--- config.mk ---
export PLATFORM = sky130hd
export DESIGN_NAME = approx_umul_pipe
export DESIGN_NICKNAME = d
export VERILOG_FILES = /design/src/rtl/approx_umul_pipe.sv
export SDC_FILE = /design/constraint.sdc
export NUM_CORES = 1
export LEC_CHECK = 0
export ABC_CLOCK_PERIOD_IN_PS = 5200
export CAP_MARGIN = 0
export CORE_ASPECT_RATIO = 1.2
export CORE_MARGIN = 3
export CORE_UTILIZATION = 45
export DETAILED_ROUTE_END_ITERATION = 7
export GPL_TIMING_DRIVEN = 0
export PLACE_DENSITY_LB_ADDON = 0.3
export RECOVER_POWER = 25
export SETUP_SLACK_MARGIN = 0.1
export SYNTH_ARGS = -nofsm -noshare
export SYNTH_HDL_FRONTEND = slang
export SYNTH_SLANG_ARGS = --single-unit
--- constraint.sdc ---
create_clock -name clk -period 5.2 [get_ports clk]
set_clock_uncertainty 0.15 [all_clocks]
set_input_delay 0.52 -clock clk [delete_from_list [all_inputs] [get_ports clk]]
set_output_delay 0.52 -clock clk [all_outputs]
set_load 0.03 [all_outputs]
--- src/rtl/approx_umul_pipe.sv ---
// approx_umul_pipe: pipelined unsigned WIDTH x WIDTH approximate multiplier.
// The high rows of x (bits WIDTH-1..LOW_ROWS) are multiplied exactly. The low rows are
// pruned below column KEEP_COL and merged pairwise with OR. Mode is selected per beat.
// Two registered stages with valid/ready handshaking and full backpressure.
// Optional feature macro: AMUL_ERRSTAT_EN adds an exact shadow product and a saturating
// counter of inexact approximate results (err_clr / err_cnt ports).
module approx_umul_pipe #(
    parameter int WIDTH    = 8,
    parameter int LOW_ROWS = 6,
    parameter int KEEP_COL = WIDTH,
    parameter int CNT_W    = 16
) (
    input  logic                 clk,
    input  logic                 rst_n,
    input  logic                 in_valid,
    output logic                 in_ready,
    input  logic [WIDTH-1:0]     in_x,
    input  logic [WIDTH-1:0]     in_y,
    input  logic                 in_exact,
    output logic                 out_valid,
    input  logic                 out_ready,
    output logic [2*WIDTH-1:0]   out_z,
    output logic                 out_exact
`ifdef AMUL_ERRSTAT_EN
    ,
    input  logic                 err_clr,
    output logic [CNT_W-1:0]     err_cnt
`endif
);

    localparam int PW = 2 * WIDTH;

    // Rows of x that belong to the approximated (low) region.
    localparam logic [WIDTH-1:0] LO_MASK   = ~({WIDTH{1'b1}} << LOW_ROWS);
    // Product columns that survive pruning in the low rows.
    localparam logic [PW-1:0]    KEEP_MASK = {PW{1'b1}} << KEEP_COL;

    if (WIDTH < 2 || LOW_ROWS < 0 || LOW_ROWS > WIDTH ||
        KEEP_COL < 0 || KEEP_COL > 2 * WIDTH - 1 || CNT_W < 1) begin : g_bad_params
        $error("approx_umul_pipe: parameter out of range");
    end

    logic [PW-1:0]    w_y_ext;
    logic [WIDTH-1:0] w_x_lo;
    logic [PW-1:0]    w_hi;
    logic [PW-1:0]    w_lo_exact;
    logic [PW-1:0]    w_lo_apx;
    logic [PW-1:0]    w_lo_sel;
    logic [PW-1:0]    w_row_a;
    logic [PW-1:0]    w_row_b;
    logic [WIDTH-1:0] w_xs;
    logic             w_s2_adv;
    logic             w_s1_adv;

    logic             r_s1_valid;
    logic [PW-1:0]    r_s1_hi;
    logic [PW-1:0]    r_s1_lo;
    logic             r_s1_exact;
    logic             r_s2_valid;
    logic [PW-1:0]    r_out_z;
    logic             r_out_exact;

    assign w_y_ext    = {{WIDTH{1'b0}}, in_y};
    assign w_x_lo     = in_x & LO_MASK;
    // Masking the low rows out of x and multiplying equals (x_hi * y) << LOW_ROWS.
    assign w_hi       = {{WIDTH{1'b0}}, in_x & ~LO_MASK} * w_y_ext;
    assign w_lo_exact = {{WIDTH{1'b0}}, w_x_lo} * w_y_ext;

    // Approximate low-row vector: OR-merge each row pair, prune, then sum the pairs.
    always_comb begin
        w_lo_apx = '0;
        w_row_a  = '0;
        w_row_b  = '0;
        w_xs     = '0;
        for (int k = 0; 2 * k + 1 < LOW_ROWS; k++) begin
            w_xs     = w_x_lo >> (2 * k);
            w_row_a  = w_xs[0] ? (w_y_ext << (2 * k))     : '0;
            w_row_b  = w_xs[1] ? (w_y_ext << (2 * k + 1)) : '0;
            w_lo_apx = w_lo_apx + ((w_row_a | w_row_b) & KEEP_MASK);
        end
        // An unpaired last row is added exactly, still pruned below KEEP_COL.
        if (LOW_ROWS % 2 == 1) begin
            w_xs     = w_x_lo >> (LOW_ROWS - 1);
            w_row_a  = w_xs[0] ? (w_y_ext << (LOW_ROWS - 1)) : '0;
            w_lo_apx = w_lo_apx + (w_row_a & KEEP_MASK);
        end
    end

    assign w_lo_sel = in_exact ? w_lo_exact : w_lo_apx;

    assign w_s2_adv  = !r_s2_valid || out_ready;
    assign w_s1_adv  = !r_s1_valid || w_s2_adv;
    assign in_ready  = w_s1_adv;
    assign out_valid = r_s2_valid;
    assign out_z     = r_out_z;
    assign out_exact = r_out_exact;

`ifdef AMUL_ERRSTAT_EN
    logic [PW-1:0]    r_s1_lo_ex;
    logic [PW-1:0]    r_out_z_ex;
    logic [CNT_W-1:0] r_err_cnt;
    logic             w_out_fire;

    assign w_out_fire = r_s2_valid && out_ready;
    assign err_cnt    = r_err_cnt;

    // Exact shadow pipeline used only to detect inexact approximate results.
    always_ff @(posedge clk) begin
        if (!rst_n) begin
            r_s1_lo_ex <= '0;
            r_out_z_ex <= '0;
        end else begin
            if (w_s1_adv && in_valid) begin
                r_s1_lo_ex <= w_lo_exact;
            end
            if (w_s2_adv && r_s1_valid) begin
                r_out_z_ex <= r_s1_hi + r_s1_lo_ex;
            end
        end
    end

    // Saturating count of delivered approximate results that differ from exact; clear wins.
    always_ff @(posedge clk) begin
        if (!rst_n) begin
            r_err_cnt <= '0;
        end else if (err_clr) begin
            r_err_cnt <= '0;
        end else if (w_out_fire && !r_out_exact && (r_out_z != r_out_z_ex) &&
                     (r_err_cnt != {CNT_W{1'b1}})) begin
            r_err_cnt <= r_err_cnt + 1'b1;
        end
    end
`endif

    // Stage 1: capture high product, selected low vector and mode when the stage advances.
    always_ff @(posedge clk) begin
        if (!rst_n) begin
            r_s1_valid <= 1'b0;
            r_s1_hi    <= '0;
            r_s1_lo    <= '0;
            r_s1_exact <= 1'b0;
        end else if (w_s1_adv) begin
            r_s1_valid <= in_valid;
            if (in_valid) begin
                r_s1_hi    <= w_hi;
                r_s1_lo    <= w_lo_sel;
                r_s1_exact <= in_exact;
            end
        end
    end

    // Stage 2: final add into the output register; holds while stalled downstream.
    always_ff @(posedge clk) begin
        if (!rst_n) begin
            r_s2_valid  <= 1'b0;
            r_out_z     <= '0;
            r_out_exact <= 1'b0;
        end else if (w_s2_adv) begin
            r_s2_valid <= r_s1_valid;
            if (r_s1_valid) begin
                r_out_z     <= r_s1_hi + r_s1_lo;
                r_out_exact <= r_s1_exact;
            end
        end
    end

endmodule

==> results of run 1 <==
## sequential cells by signal (all words and copies together), names as in the netlist
register,count
r_s1_valid,1
out_z,16
r_s1_hi,10
out_valid,1
r_s1_lo,14
r_s1_exact,1
out_exact,1
## placed cells by master, fill, tap and decap left out, drive strengths merged, types with 4 or more instances in the layout
cell	instances
and2	45
dlygate4sd3	9
or3	5
o21ai	17
buf	5
clkbuf	18
nand2	64
a21o	6
nor3	5
nor2b	6
mux2i	5
o21a	7
nand4	4
xnor2	5
dfxtp	44
nor2	14
nand3	17
clkdlybuf4s50	29
a21oi	49
ha	46
fa	29
inv	61
nor3b	5
nand2b	4
a211oi	7
o211ai	4
## critical path, stage by stage
cell and delay (ns):
clkdlybuf4s50_1 0.66, nand2_1 0.16, fa_1 0.55, inv_1 0.05
fa_1 0.50, inv_1 0.05, fa_1 0.53, inv_1 0.04
ha_1 0.36, a21oi_1 0.20, o21ai_0 0.16, a2111o_1 0.44
o221ai_1 0.17, nor2_1 0.07
## kinds of logic (layout without fill, tap and decap cells)
group	after synthesis	in the layout
XOR/XNOR	8	8
AO/OA/AOI/OAI	118	118
adder cells (fa/ha/maj)	75	75
multiplexers	5	5
flip-flops	44	44
AND/OR/NAND/NOR	179	179
buffers and inverters	79	125
## path summary, 6_finish.rpt
check	start	end	slack, ns	cells after the start
worst min register to register	out_z[11]	out_z[11]	0.30	2
worst max-delay path	in_y[6]	r_s1_lo[13]	0.79	14
worst max register to register	r_s1_lo[6]	out_z[12]	3.16	8
worst min-delay path	out_z[11]	out_z[11]	0.30	2
## through the flow
stage               instance area, um^2  cells  total power, uW  hold slack [ns]  util [%]
floorplan                          4180    508              819            0.282         -
global placement                   4710    663              939            0.289      53.5
detailed placement                 4710    663              954            0.294      53.5
CTS                                4790    671             1170            0.306      54.5
global route                       4780    671             1270            0.327      54.3
finish                             4780    671             1160            0.302      54.3
## cell type report
class / count / area [um^2]
tap: 117 / 146
fill: 853 / 4020
buffer: 18 / 76.3
clock buffer: 5 / 68.8
multi-input combinational: 385 / 2980
sequential: 44 / 881
timing repair buffer: 38 / 380
inverter: 61 / 229
clock inverter: 3 / 18.8
## power by group through the flow
stage,sequential [uW],clock (uW),combinational (uW)
global placement,388,0,551
finish,381,216,564
detailed placement,389,0,565
CTS,381,222,570
floorplan,397,0,422
global route,385,235,648
## layer usage
layer,vias to the layer above,track usage [%],wire length (um)
li1,1829,-,-
met1,1703,22.2,4110
met2,77,34.5,4820
met3,12,1.89,326
met4,0,5.68,135
met5,-,0,0
==> metrics.yaml, run 1 <==
run_status:
  status: "complete, no violations"
grt:
  grt_first_pass_wirelength_mm: 16.2
  grt_use_total_pct: 18.6
  grt_start_max_net_pins: 15
  gr-total-overflow: 0
  antenna_violations_before_repair: 0
  via_count_of_the_first_global_routing_pass: 3621
die:
  num_rows: 37
  io_pins: 40
  die_height_um: 112
  floorplan.initialDensity_pct: 47.5
  placeableCoreArea_um2: 8800
  dieArea_um2: 10500
  chipWidth_um: 94.0
power_and_ir_drop:
  power_switching_uw: 460
  p_per_area_nw_per_um2: 243
  switching_share_pct: 39.6
  ir_worst_vdd_mv: 0.109
  internal_power_consumption_uw: 701
  combPwrFrac_pct: 48.6
  p_seq_share_pct: 32.8
  power.leakage_uw: 0.00221
  p_clk_share_pct: 18.6
sta:
  postLayoutSetupSlackWorst_ns: 0.788
  report.final.hold_viol_count: 0
  max_freq_mhz: 227
  tns_ns: 0
  layout_worst_path_cycle_share_pct: 84.9
  worst_pin_slew_ns: 0.545
  timing.final.max_slew_violations: 0
  finalWorstPathRequiredPeriod_ns: 4.41
  rsz0062_at_grt: "false"
  setup_viol: 0
  timing.slew.headroom_pct: 63.7
synth:
  synth_top_area_cell: "dfxtp_1"
  post_synth_mux_area_share_pct: 1.20
  synth_fa_ha_area_share_pct: 27.7
  syn-instance-count: 508
  synth_top_family_by_area: "adder cells"
  synth_compound_gate_area_share_pct: 18.6
  syn_area_um2: 4180
  synth_xor_area_share_pct: 1.68
  share_of_flip_flops_with_an_asynchronous_set_or_reset_pct: 0
  number_of_warnings_issued_by_yosys: 0
  sequential_share_of_the_synthesized_area_pct: 21.1
  synth-simple-area-share_pct: 22.1
  netlist-cell-type-count: 59
  synthFlopType: "dfxtp_1"
  ys_top_cells_by_area: "dfxtp_1, fa_1, ha_1"
  synth-edff-count: 0
  synth_fp_nets: 604
  ys_seq_elements: 44
  syn_area_per_cell_um2: 8.23
  synth_common_cells: "nand2_1, inv_1, a21oi_1"
  synth_top_area_share_pct: 21.1
  count_leader_synth: "nand2_1"
detailed_routing:
  routed_via_density: 5.40
  route.vias.total: 3621
  postRouteAntennaNets: 0
  post-route-drc-count: 0
  dr.first_iter.drc_count: 119
  wl_per_cell_um: 14.0
  drt_wl_total_mm: 9.39
  detailedRoute.firstPassIterationCount: 6
cells_and_area:
  flow.area_growth_from_synthesis_pct: 14.4
  final_layout_size_suffix_gt1_share_pct: 4.15
  fin_nets: 649
  insertedDiodeCount: 0
clocking:
  ctsResizeCount: 0
  cts.repair_timing.setup_buffer_count: 0
  clk_transition_reported_paths_ns: 0.09
  cts_inserted_buffers: 5
  cts-hold-fix-buffers: 0
  total_number_of_h_tree_levels: 2
  worst_skew_pair.late_latency_ns: 0.30
  number_of_clock_sinks_seen_by_cts: 44
  clockBufferDepth: 2
  cts_root_buf: "clkbuf_8"
  tritoncts_clock_tree: "yes"
run:
  timing.max_cap.violations: 0
worst_setup_path:
  crit_arrival_ns: 4.46
  worst-path-max-fanout: 8
  setup.worst_path.end_class: "register"
  timing.critical_path.from_type: "input port"
  cp_data_required_time_ns: 5.25
  timing_worst_setup_path_type: "in -> reg"
place:
  io_buffers: 38
  post_detail_place_hpwl_mm: 7.70
  post-place-ws_ns: 0.511
  finalWeightedCongestion: 0.861
hold_path:
  hold_class: "reg -> reg"
Power figures use the tool's default switching activity.
==> run 2: changes to the inputs <==
- ABC_CLOCK_PERIOD_IN_PS: 5200 -> 4200
- clock period: 5.2 -> 4.2 ns (I/O delays scaled with it)
==> run 2 against run 1 <==
Compared with the run above: die area is the same; cell count is the same; critical path depth unchanged; clock-buffer cell count unchanged; cell area grew 0.13%; largest cell class unchanged; sequential power grew 24%; sequential cell count unchanged; clock power increased by 23%.
==> metrics.yaml, run 2 (synthesis results as in run 1) <==
place:
  placedCellCount: 663  # unchanged
  finalWeightedCongestion: 0.861  # unchanged
  detailed_place.area_um2: 4710  # unchanged
  io_buffers: 38  # unchanged
  post_detail_place_hpwl_mm: 7.70  # unchanged
  post-place-ws_ns: -0.389  # -0.900 ns
grt:
  grt_first_pass_wirelength_mm: 16.2  # +0.47%
  via_count_of_the_first_global_routing_pass: 3641  # +0.55%
  grt_start_max_net_pins: 15  # unchanged
  gr-total-overflow: 0  # unchanged
  antenna_violations_before_repair: 0  # unchanged
  grt_use_total_pct: 18.7  # +0.083 points
clocking:
  cts_inserted_buffers: 5  # unchanged
  clk_transition_reported_paths_ns: 0.09  # about the same
  cts_root_buf: "clkbuf_8"
  clockBufferDepth: 2  # unchanged
  cts-hold-fix-buffers: 0  # unchanged
  cts.repair_timing.setup_buffer_count: 0  # unchanged
  worst_skew_pair.late_latency_ns: 0.30  # about the same
  tritoncts_clock_tree: "yes"
  total_number_of_h_tree_levels: 2  # unchanged
  number_of_clock_sinks_seen_by_cts: 44  # unchanged
detailed_routing:
  drt_wl_total_mm: 9.46  # +0.78%
  route.vias.total: 3626  # +0.14%
  detailedRoute.firstPassIterationCount: 5  # -1
  postRouteAntennaNets: 0  # unchanged
  met1_length_mm: 4.18  # +1.8%
  wl_per_cell_um: 14.1  # +0.78%
  dr_wl_met2_mm: 4.84  # +0.50%
  wl_met3_um: 275  # -16%
  dr.first_iter.drc_count: 109  # -8.4%
  maxUsedRoutingLayer: "met4"
  routed_via_density: 5.40  # +0.14%
  post-route-drc-count: 0  # unchanged
sta:
  finalWorstPathRequiredPeriod_ns: 4.06
  layout_worst_path_cycle_share_pct: 96.7
  report.final.hold_viol_count: 0  # unchanged
  setup_viol: 0  # unchanged
  timing.final.max_slew_violations: 0  # unchanged
  max_freq_mhz: 246
  timing.slew.headroom_pct: 64.0  # +0.33 points
  postLayoutSetupSlackWorst_ns: 0.140  # -0.647 ns
  worst_pin_slew_ns: 0.540  # -0.00495 ns
  rsz0062_at_grt: "true"
cells_and_area:
  layout_common_cells: "nand2_1, inv_1, a21oi_1, ha_1, and2_1"
  final_cell_utilization_of_the_core_pct: 54.4  # +0.071 points
  largest_register_ffs: 16  # unchanged
  seq_area_um2: 881  # unchanged
  final_layout_size_suffix_gt1_share_pct: 4.69  # +0.54 points
  multi_input_comb_area_um2: 3000  # +0.55%
  insertedDiodeCount: 0  # unchanged
  nFillCells: 857  # +0.47%
  flow.area_growth_from_synthesis_pct: 14.5
  layout.cell_area.non_filler_um2: 4790  # +0.13%
  fin_nets: 649  # unchanged
  mostFrequentLayoutCell: "nand2_1"
  finalNonFillerCells: 671  # unchanged
die:
  die_height_um: 112  # unchanged
  placeableCoreArea_um2: 8800  # unchanged
  chipWidth_um: 94.0  # unchanged
  dieArea_um2: 10500  # unchanged
  num_rows: 37  # unchanged
  io_pins: 40  # unchanged
  floorplan.initialDensity_pct: 47.5  # unchanged
power_and_ir_drop:
  p_per_area_nw_per_um2: 303  # +25%
  p_seq_share_pct: 32.6  # -0.2 points
  p_clk_share_pct: 18.4  # -0.2 points
  power_switching_uw: 581  # +26%
  combPwrFrac_pct: 49.1  # +0.5 points
  internal_power_consumption_uw: 868  # +24%
  switching_share_pct: 40.1  # +0.50 points
  post_route_total_power_uw: 1450  # +25%
  power.leakage_uw: 0.00225  # +1.6%
  ir_worst_vdd_mv: 0.134  # +24%
worst_setup_path:
  timing_worst_setup_path_type: "in -> reg"
  crit_arrival_ns: 4.10  # -0.36 ns
  timing.critical_path.from_type: "input port"
  cp_data_required_time_ns: 4.25  # -1.00 ns
  setup.worst_path.end_class: "register"
  worst-path-max-fanout: 8  # unchanged
hold_path:
  hold_class: "reg -> reg"
run_status:
  status: "complete, no violations"
run:
  timing.max_cap.violations: 0  # unchanged
run 2: layer usage:
layer  up-vias  GRT usage [%]
met5         -              0
met2        71           34.5
met4         0           6.07
met1      1715           22.3
met3        14           1.89
li1       1826              -
run 2: what timing repair did:
item                       in CTS  in global routing
pin swaps                       0                  0
resized for setup              14                  4
setup endpoints to repair       5                  5
run 2: critical path, stage by stage:
cell	delay [ns]
dlygate4sd2_1	0.39
nand2_1	0.15
fa_1	0.55
inv_1	0.05
fa_1	0.49
inv_1	0.05
fa_1	0.53
inv_1	0.04
ha_1	0.37
a21oi_1	0.21
o21ai_0	0.16
a2111o_1	0.44
o221ai_1	0.17
nor2_1	0.07
run 2: path summary, 6_finish.rpt:
check	start	endpoint	slack [ns]	cells after the start
max reg2reg	r_s1_lo[6]	out_z[12]	2.16	8
min	out_z[11]	out_z[11]	0.30	2
max	in_y[6]	r_s1_lo[13]	0.14	14
min reg2reg	out_z[11]	out_z[11]	0.30	2
run 2: cell type report:
type                    count  area share [%]
multi-input cells         385            62.6
flip-flops and latches     44            18.4
repair buffers             38            7.74
inverters                  61            4.78
well taps                 117            3.06
plain buffers              18            1.59
clock buffers               5            1.44
clock inverters             3           0.392
run 2: through the flow:
stage	TNS [ns]	hold WS (ns)
after detailed placement	-1.60	0.294
final	0	0.302
after global routing	0	0.327
after floorplan	0	0.282
after CTS	0	0.266
after global placement	-1.45	0.289
run 2: power groups by stage:
stage | clock [uW] | combinational, uW | sequential [uW]
6_report | 266 | 711 | 472
5_1_grt | 291 | 817 | 476
4_1_cts | 275 | 712 | 472
3_5_place_dp | 0 | 700 | 481
3_3_place_gp | 0 | 683 | 480
2_1_floorplan | 0 | 523 | 491
==> run 3: changes to the inputs <==
- ABC_CLOCK_PERIOD_IN_PS: 4200 -> 4300
- SLEW_MARGIN: not set -> 20
- clock period: 4.2 -> 4.3 ns (I/O delays scaled with it)
==> run 3 against run 2 <==
Compared with the run above: die area unchanged; worst hold slack is essentially flat; largest power group unchanged; combinational power down 2%; largest cell class unchanged; highest routed layer unchanged.
==> metrics.yaml, run 3 (synthesis results as in run 1) <==
cells_and_area:
  fin_nets: 649  # unchanged
  flow.area_growth_from_synthesis_pct: 15.1
  insertedDiodeCount: 0  # unchanged
  finalNonFillerCells: 671  # unchanged
  largest_register_ffs: 16  # unchanged
  nFillCells: 853  # -0.47%
  layout_common_cells: "nand2_1, inv_1, a21oi_1, ha_1, and2_1"
  layout.cell_area.non_filler_um2: 4810  # +0.55%
  final_layout_size_suffix_gt1_share_pct: 4.69  # unchanged
  mostFrequentLayoutCell: "nand2_1"
worst_setup_path:
  crit-reg2reg-launch: "r_s1_lo[6]"
  crit_end: "r_s1_lo[13]"
  critical_path.max_stage_delay_ns: 0.55  # about the same
  worst-path-max-fanout: 8  # unchanged
  crit_arrival_ns: 4.10  # about the same
  setup.worst_path.end_class: "register"
  worst_path_max_delay_cell: "fa_1"
  path_cells: "dlygate4sd2_1 > nand2_1 > fa_1 > inv_1 > fa_1 > inv_1 > fa_1 > inv_1 > ha_1 > a21oi_1 > o21ai_0 > a2111o_1 > o221ai_1 > nor2_1"
  cp_data_required_time_ns: 4.35  # +0.10 ns
  timing_worst_setup_path_type: "in -> reg"
  rrSetupSlack_ns: 2.26  # +0.10 ns
  rr_worst_depth: 8  # unchanged
  r2r-end: "out_z[12]"
  timing.critical_path.from_type: "input port"
  crit_path_start: "in_y[6]"
power_and_ir_drop:
  p_clk_share_pct: 18.3  # about the same
  p_seq_share_pct: 32.5  # about the same
  p_per_area_nw_per_um2: 294  # -2.7%
  power_switching_uw: 567  # -2.3%
  internal_power_consumption_uw: 850  # -2.1%
  power.leakage_uw: 0.00230  # +2.4%
  switching_share_pct: 40.0  # -0.055 points
  ir_worst_vdd_mv: 0.132  # -2.1%
  combPwrFrac_pct: 49.1  # about the same
  post_route_total_power_uw: 1420  # -2.2%
sta:
  report.final.hold_viol_count: 0  # unchanged
  layout_worst_path_cycle_share_pct: 94.3
  finalWorstPathRequiredPeriod_ns: 4.05
  timing.slew.headroom_pct: 64.0  # about the same
  tns_ns: 0  # unchanged
  postLayoutSetupSlackWorst_ns: 0.246  # +0.105 ns
  rsz0062_at_grt: "false"
  max_freq_mhz: 247
  worst_pin_slew_ns: 0.539  # -0.000517 ns
  setup_viol: 0  # unchanged
  timing.final.max_slew_violations: 0  # unchanged
detailed_routing:
  wl_per_cell_um: 14.1  # +0.14%
  wl_met3_um: 278  # +1.1%
  post-route-drc-count: 0  # unchanged
  routed_via_density: 5.41  # about the same
  dr.first_iter.drc_count: 125  # +15%
  dr_wl_met2_mm: 4.90  # +1.1%
  route.vias.total: 3628  # +0.055%
  maxUsedRoutingLayer: "met4"
  postRouteAntennaNets: 0  # unchanged
  detailedRoute.firstPassIterationCount: 5  # unchanged
  drt_wl_total_mm: 9.48  # +0.14%
  met1_length_mm: 4.17  # -0.41%
grt:
  via_count_of_the_first_global_routing_pass: 3623  # -0.49%
  grt_start_max_net_pins: 15  # unchanged
  gr-total-overflow: 0  # unchanged
  antenna_violations_before_repair: 0  # unchanged
  grt_first_pass_wirelength_mm: 16.2  # -0.38%
  grt_use_total_pct: 18.7  # -0.069 points
clocking:
  cts-hold-fix-buffers: 0  # unchanged
  total_number_of_h_tree_levels: 2  # unchanged
  tritoncts_clock_tree: "yes"
  cts_root_buf: "clkbuf_8"
  cts.repair_timing.setup_buffer_count: 0  # unchanged
  clockBufferDepth: 2  # unchanged
  worst_skew_pair.late_latency_ns: 0.30  # about the same
  number_of_clock_sinks_seen_by_cts: 44  # unchanged
  cts_inserted_buffers: 5  # unchanged
  clk_transition_reported_paths_ns: 0.09  # about the same
place:
  io_buffers: 38  # unchanged
  placedCellCount: 663  # unchanged
  post_detail_place_hpwl_mm: 7.70  # unchanged
  post-place-ws_ns: -0.299  # +0.0900 ns
  finalWeightedCongestion: 0.861  # unchanged
  detailed_place.area_um2: 4710  # unchanged
die:
  dieArea_um2: 10500  # unchanged
  io_pins: 40  # unchanged
  die_height_um: 112  # unchanged
  num_rows: 37  # unchanged
  chipWidth_um: 94.0  # unchanged
  placeableCoreArea_um2: 8800  # unchanged
  floorplan.initialDensity_pct: 47.5  # unchanged
run:
  timing.max_cap.violations: 0  # unchanged
run_status:
  status: "complete, no violations"
hold_path:
  hold_class: "reg -> reg"
## run 3: cell types whose count changed in the layout (fill, tap and decap cells not counted)
| cell | change |
|---|---|
| dlymetal6s2s_1 | +7 |
| dlygate4sd2_1 | -7 |
## run 3: power by group through the flow
stage	logic (uW)	registers (uW)	clock network, uW
floorplan	511	480	0
global placement	667	469	0
detailed placement	684	470	0
CTS	692	461	268
global route	801	465	284
finish	696	461	260
## run 3: area by class of cell
| type | count | area (um^2) | share of cell area (%) |
|---|---|---|---|
| repair buffers | 38 | 397 | 8.24 |
| flip-flops and latches | 44 | 881 | 18.3 |
| well taps | 117 | 146 | 3.04 |
| clock inverters | 3 | 18.8 | 0.390 |
| inverters | 61 | 229 | 4.76 |
| multi-input cells | 385 | 3000 | 62.2 |
| plain buffers | 18 | 76.3 | 1.59 |
| clock buffers | 5 | 68.8 | 1.43 |
## run 3: per-stage QoR
stage	hold WS, ns	util (%)
after floorplan	0.282	-
after global placement	0.289	53.5
after detailed placement	0.294	53.5
after CTS	0.276	54.5
after global routing	0.327	54.7
final	0.302	54.7
## run 3: what timing repair did
item	CTS	global route
hold endpoints to repair	0	0
gates resized for setup	6	12
endpoints found under the setup margin	4	5
## run 3: how the worst min path moves through the flow
stage | start | to | slack, ns | cells past startpoint
3_3_place_gp | out_z[9] | out_z[9] | 0.29 | 2
3_5_place_dp | out_z[9] | out_z[9] | 0.29 | 2
6_report | out_z[11] | out_z[11] | 0.30 | 2
4_1_cts | rst_n | r_s1_hi[13] | 0.28 | 2
2_1_floorplan | r_s1_exact | out_exact | 0.28 | 2
5_1_grt | out_z[11] | out_z[11] | 0.33 | 2
## run 3: metal layers
| layer | vias up | global-route usage [%] |
|---|---|---|
| met1 | 1716 | 22.3 |
| met4 | 0 | 5.68 |
| met5 | - | 0 |
| met2 | 75 | 34.5 |
| met3 | 12 | 1.89 |
| li1 | 1825 | - |
## run 3: worst max-delay path: cells and delay by family
kind	cells	cell delay [ns]
buffers and inverters	4	0.53
adder cells (fa/ha/maj)	4	1.94
AND/OR/NAND/NOR	2	0.22
AO/OA/AOI/OAI	4	0.97
==> variant, RTL diff (settings of run 1) <==
`LOW_ROWS`: 6 -> 7.
--- a/src/rtl/approx_umul_pipe.sv
+++ b/src/rtl/approx_umul_pipe.sv
@@ -6,7 +6,7 @@
 // counter of inexact approximate results (err_clr / err_cnt ports).
 module approx_umul_pipe #(
     parameter int WIDTH    = 8,
-    parameter int LOW_ROWS = 6,
+    parameter int LOW_ROWS = 7,
     parameter int KEEP_COL = WIDTH,
     parameter int CNT_W    = 16
 ) (
Function: changed (Yosys sat finds a counterexample within 4 cycles, from zero or initial values and one cycle with rst_n low).
==> variant against run 1 <==
  * Power up 19%
  * Cell area up 1.5%
  * Worst hold slack better by 0.0097 ns
  * Core utilization down 0.94 points
  * Critical path type unchanged
  * Synthesized area up 1.0%
  * Setup slack worse by 0.47 ns
  * Wire length down 1.3%
  * Synthesized cell count down 6.5%
  * Global-route usage down 0.41 points
  * Sequential cell count down 1
==> variant: results (changes against run 1) <==
INFO  metric crit_path_end = r_s1_lo[14]$_SDFFE_PN0P_
INFO  metric first_pass_grt_wire_length = 15600 um (-3.4%)
INFO  metric cp.arrival = 4.92 ns (+0.46 ns)
INFO  metric status = complete, no violations
INFO  metric critical_path.startpoint = in_y[4]
INFO  metric hold_path.startpoint = out_z[7]$_SDFFE_PN0P_
INFO  metric postSynthCellCount = 475 (-6.5%)
INFO  metric grt_start_max_net_pins = 14 (-1)
INFO  metric gr-usage-met2 = 32.8% (-1.8 points)
INFO  metric maximum_resistive_drop_on_vdd = 0.000124 V (+14%)
INFO  metric layout-drive-gt1-share = 4.99% (+0.84 points)
INFO  metric detail_route.vias_per_cell = 5.33 (-1.3%)
INFO  metric pre_cts_ws = 0.00437 ns (-0.506 ns)
INFO  metric gr-usage-met3 = 1.34% (-0.55 points)
INFO  metric max-slew-margin-rel = 67.5% (+3.8 points)
INFO  metric drt-initial-drc-count = 118 (-0.84%)
INFO  metric gr-usage-all-layers = 18.2% (-0.41 points)
INFO  metric r2r_setup_slack = 3.04 ns (-0.12 ns)
INFO  metric p_leak = 2.20 nW (-0.54%)
INFO  metric wl_met2 = 4670 um (-2.9%)
INFO  metric gp_congestion = 0.860 (about the same)
INFO  metric critical-path-max-stage-delay = 0.61 ns (-0.05 ns)
INFO  metric layout_setup_ws = 0.319 ns (-0.468 ns)
INFO  metric dpl.cell_count = 633 (-4.5%)
INFO  metric seq_area_frac_synth = 20.4% (-0.69 points)
INFO  metric yosys-top-cells-area = sky130_fd_sc_hd__dfxtp_1 (20%), sky130_fd_sc_hd__ha_1 (16%), sky130_fd_sc_hd__fa_1 (16%), sky130_fd_sc_hd__and2_1 (6.1%), sky130_fd_sc_hd__nand2_1 (5.4%)
INFO  metric routed_wire_length_per_instance = 14.5 um (+3.3%)
INFO  metric drtPass1Iterations = 4 (-2)
INFO  metric groute.layer.met1.usage = 23.5% (+1.3 points)
INFO  metric route.met3.wl = 196 um (-40%)
INFO  metric yosys-top-cells-count = sky130_fd_sc_hd__nand2_1 (61), sky130_fd_sc_hd__ha_1 (55), sky130_fd_sc_hd__inv_1 (45)
INFO  metric synthDistinctLibCells = 57 (-3.4%)
INFO  metric crit-reg2reg-launch = r_s1_hi[7]$_SDFFE_PN0P_
INFO  metric power_switching_share = 38.3% (-1.3 points)
INFO  metric dpl-instance-area = 4750 um^2 (+0.98%)
variant: changes by cell type after synthesis, moves of 5 or more:
cell,change
sky130_fd_sc_hd__a21boi_0,+21
sky130_fd_sc_hd__a21oi_1,-26
sky130_fd_sc_hd__fa_1,+5
sky130_fd_sc_hd__ha_1,+9
sky130_fd_sc_hd__inv_1,-16
sky130_fd_sc_hd__mux2i_1,-5
sky130_fd_sc_hd__nor2_1,-5
variant: power groups by stage:
stage | combinational [mW] | clock (mW) | sequential, mW
4_1_cts | 0.710 | 0.308 | 0.373
5_1_grt | 0.809 | 0.321 | 0.375
6_report | 0.704 | 0.304 | 0.373
3_3_place_gp | 0.686 | 0 | 0.379
3_5_place_dp | 0.700 | 0 | 0.380
2_1_floorplan | 0.525 | 0 | 0.389
variant: final cells by class:
cell class	instances	area [um^2]
Fill cell	855	4230
Multi-Input combinational cell	372	3080
Sequential cell	43	861
Timing Repair Buffer	38	380
Inverter	45	169
Tap cell	120	150
Buffer	15	76.3
Clock buffer	6	72.6
Clock inverter	2	60.1
variant: cells by family (layout without fill, tap and decap cells):
family,count (synthesis),after routing,share of synthesized area [%]
adders and majority gates,89,89,32.4
and+or+nand+nor,165,165,20.4
muxes,1,1,0.267
DFF,43,43,20.4
buffers and inverters,60,106,6.55
AOI/OAI and AO/OA,107,107,17.9
xor gates and xnor gates,10,10,2.07
variant: critical path: cells and delay by family:
kind	cells	cell delay (ns)
buffers and inverters	3	0.70
adders and majority gates	5	2.46
and+or+nand+nor	3	0.59
AOI/OAI and AO/OA	3	0.65
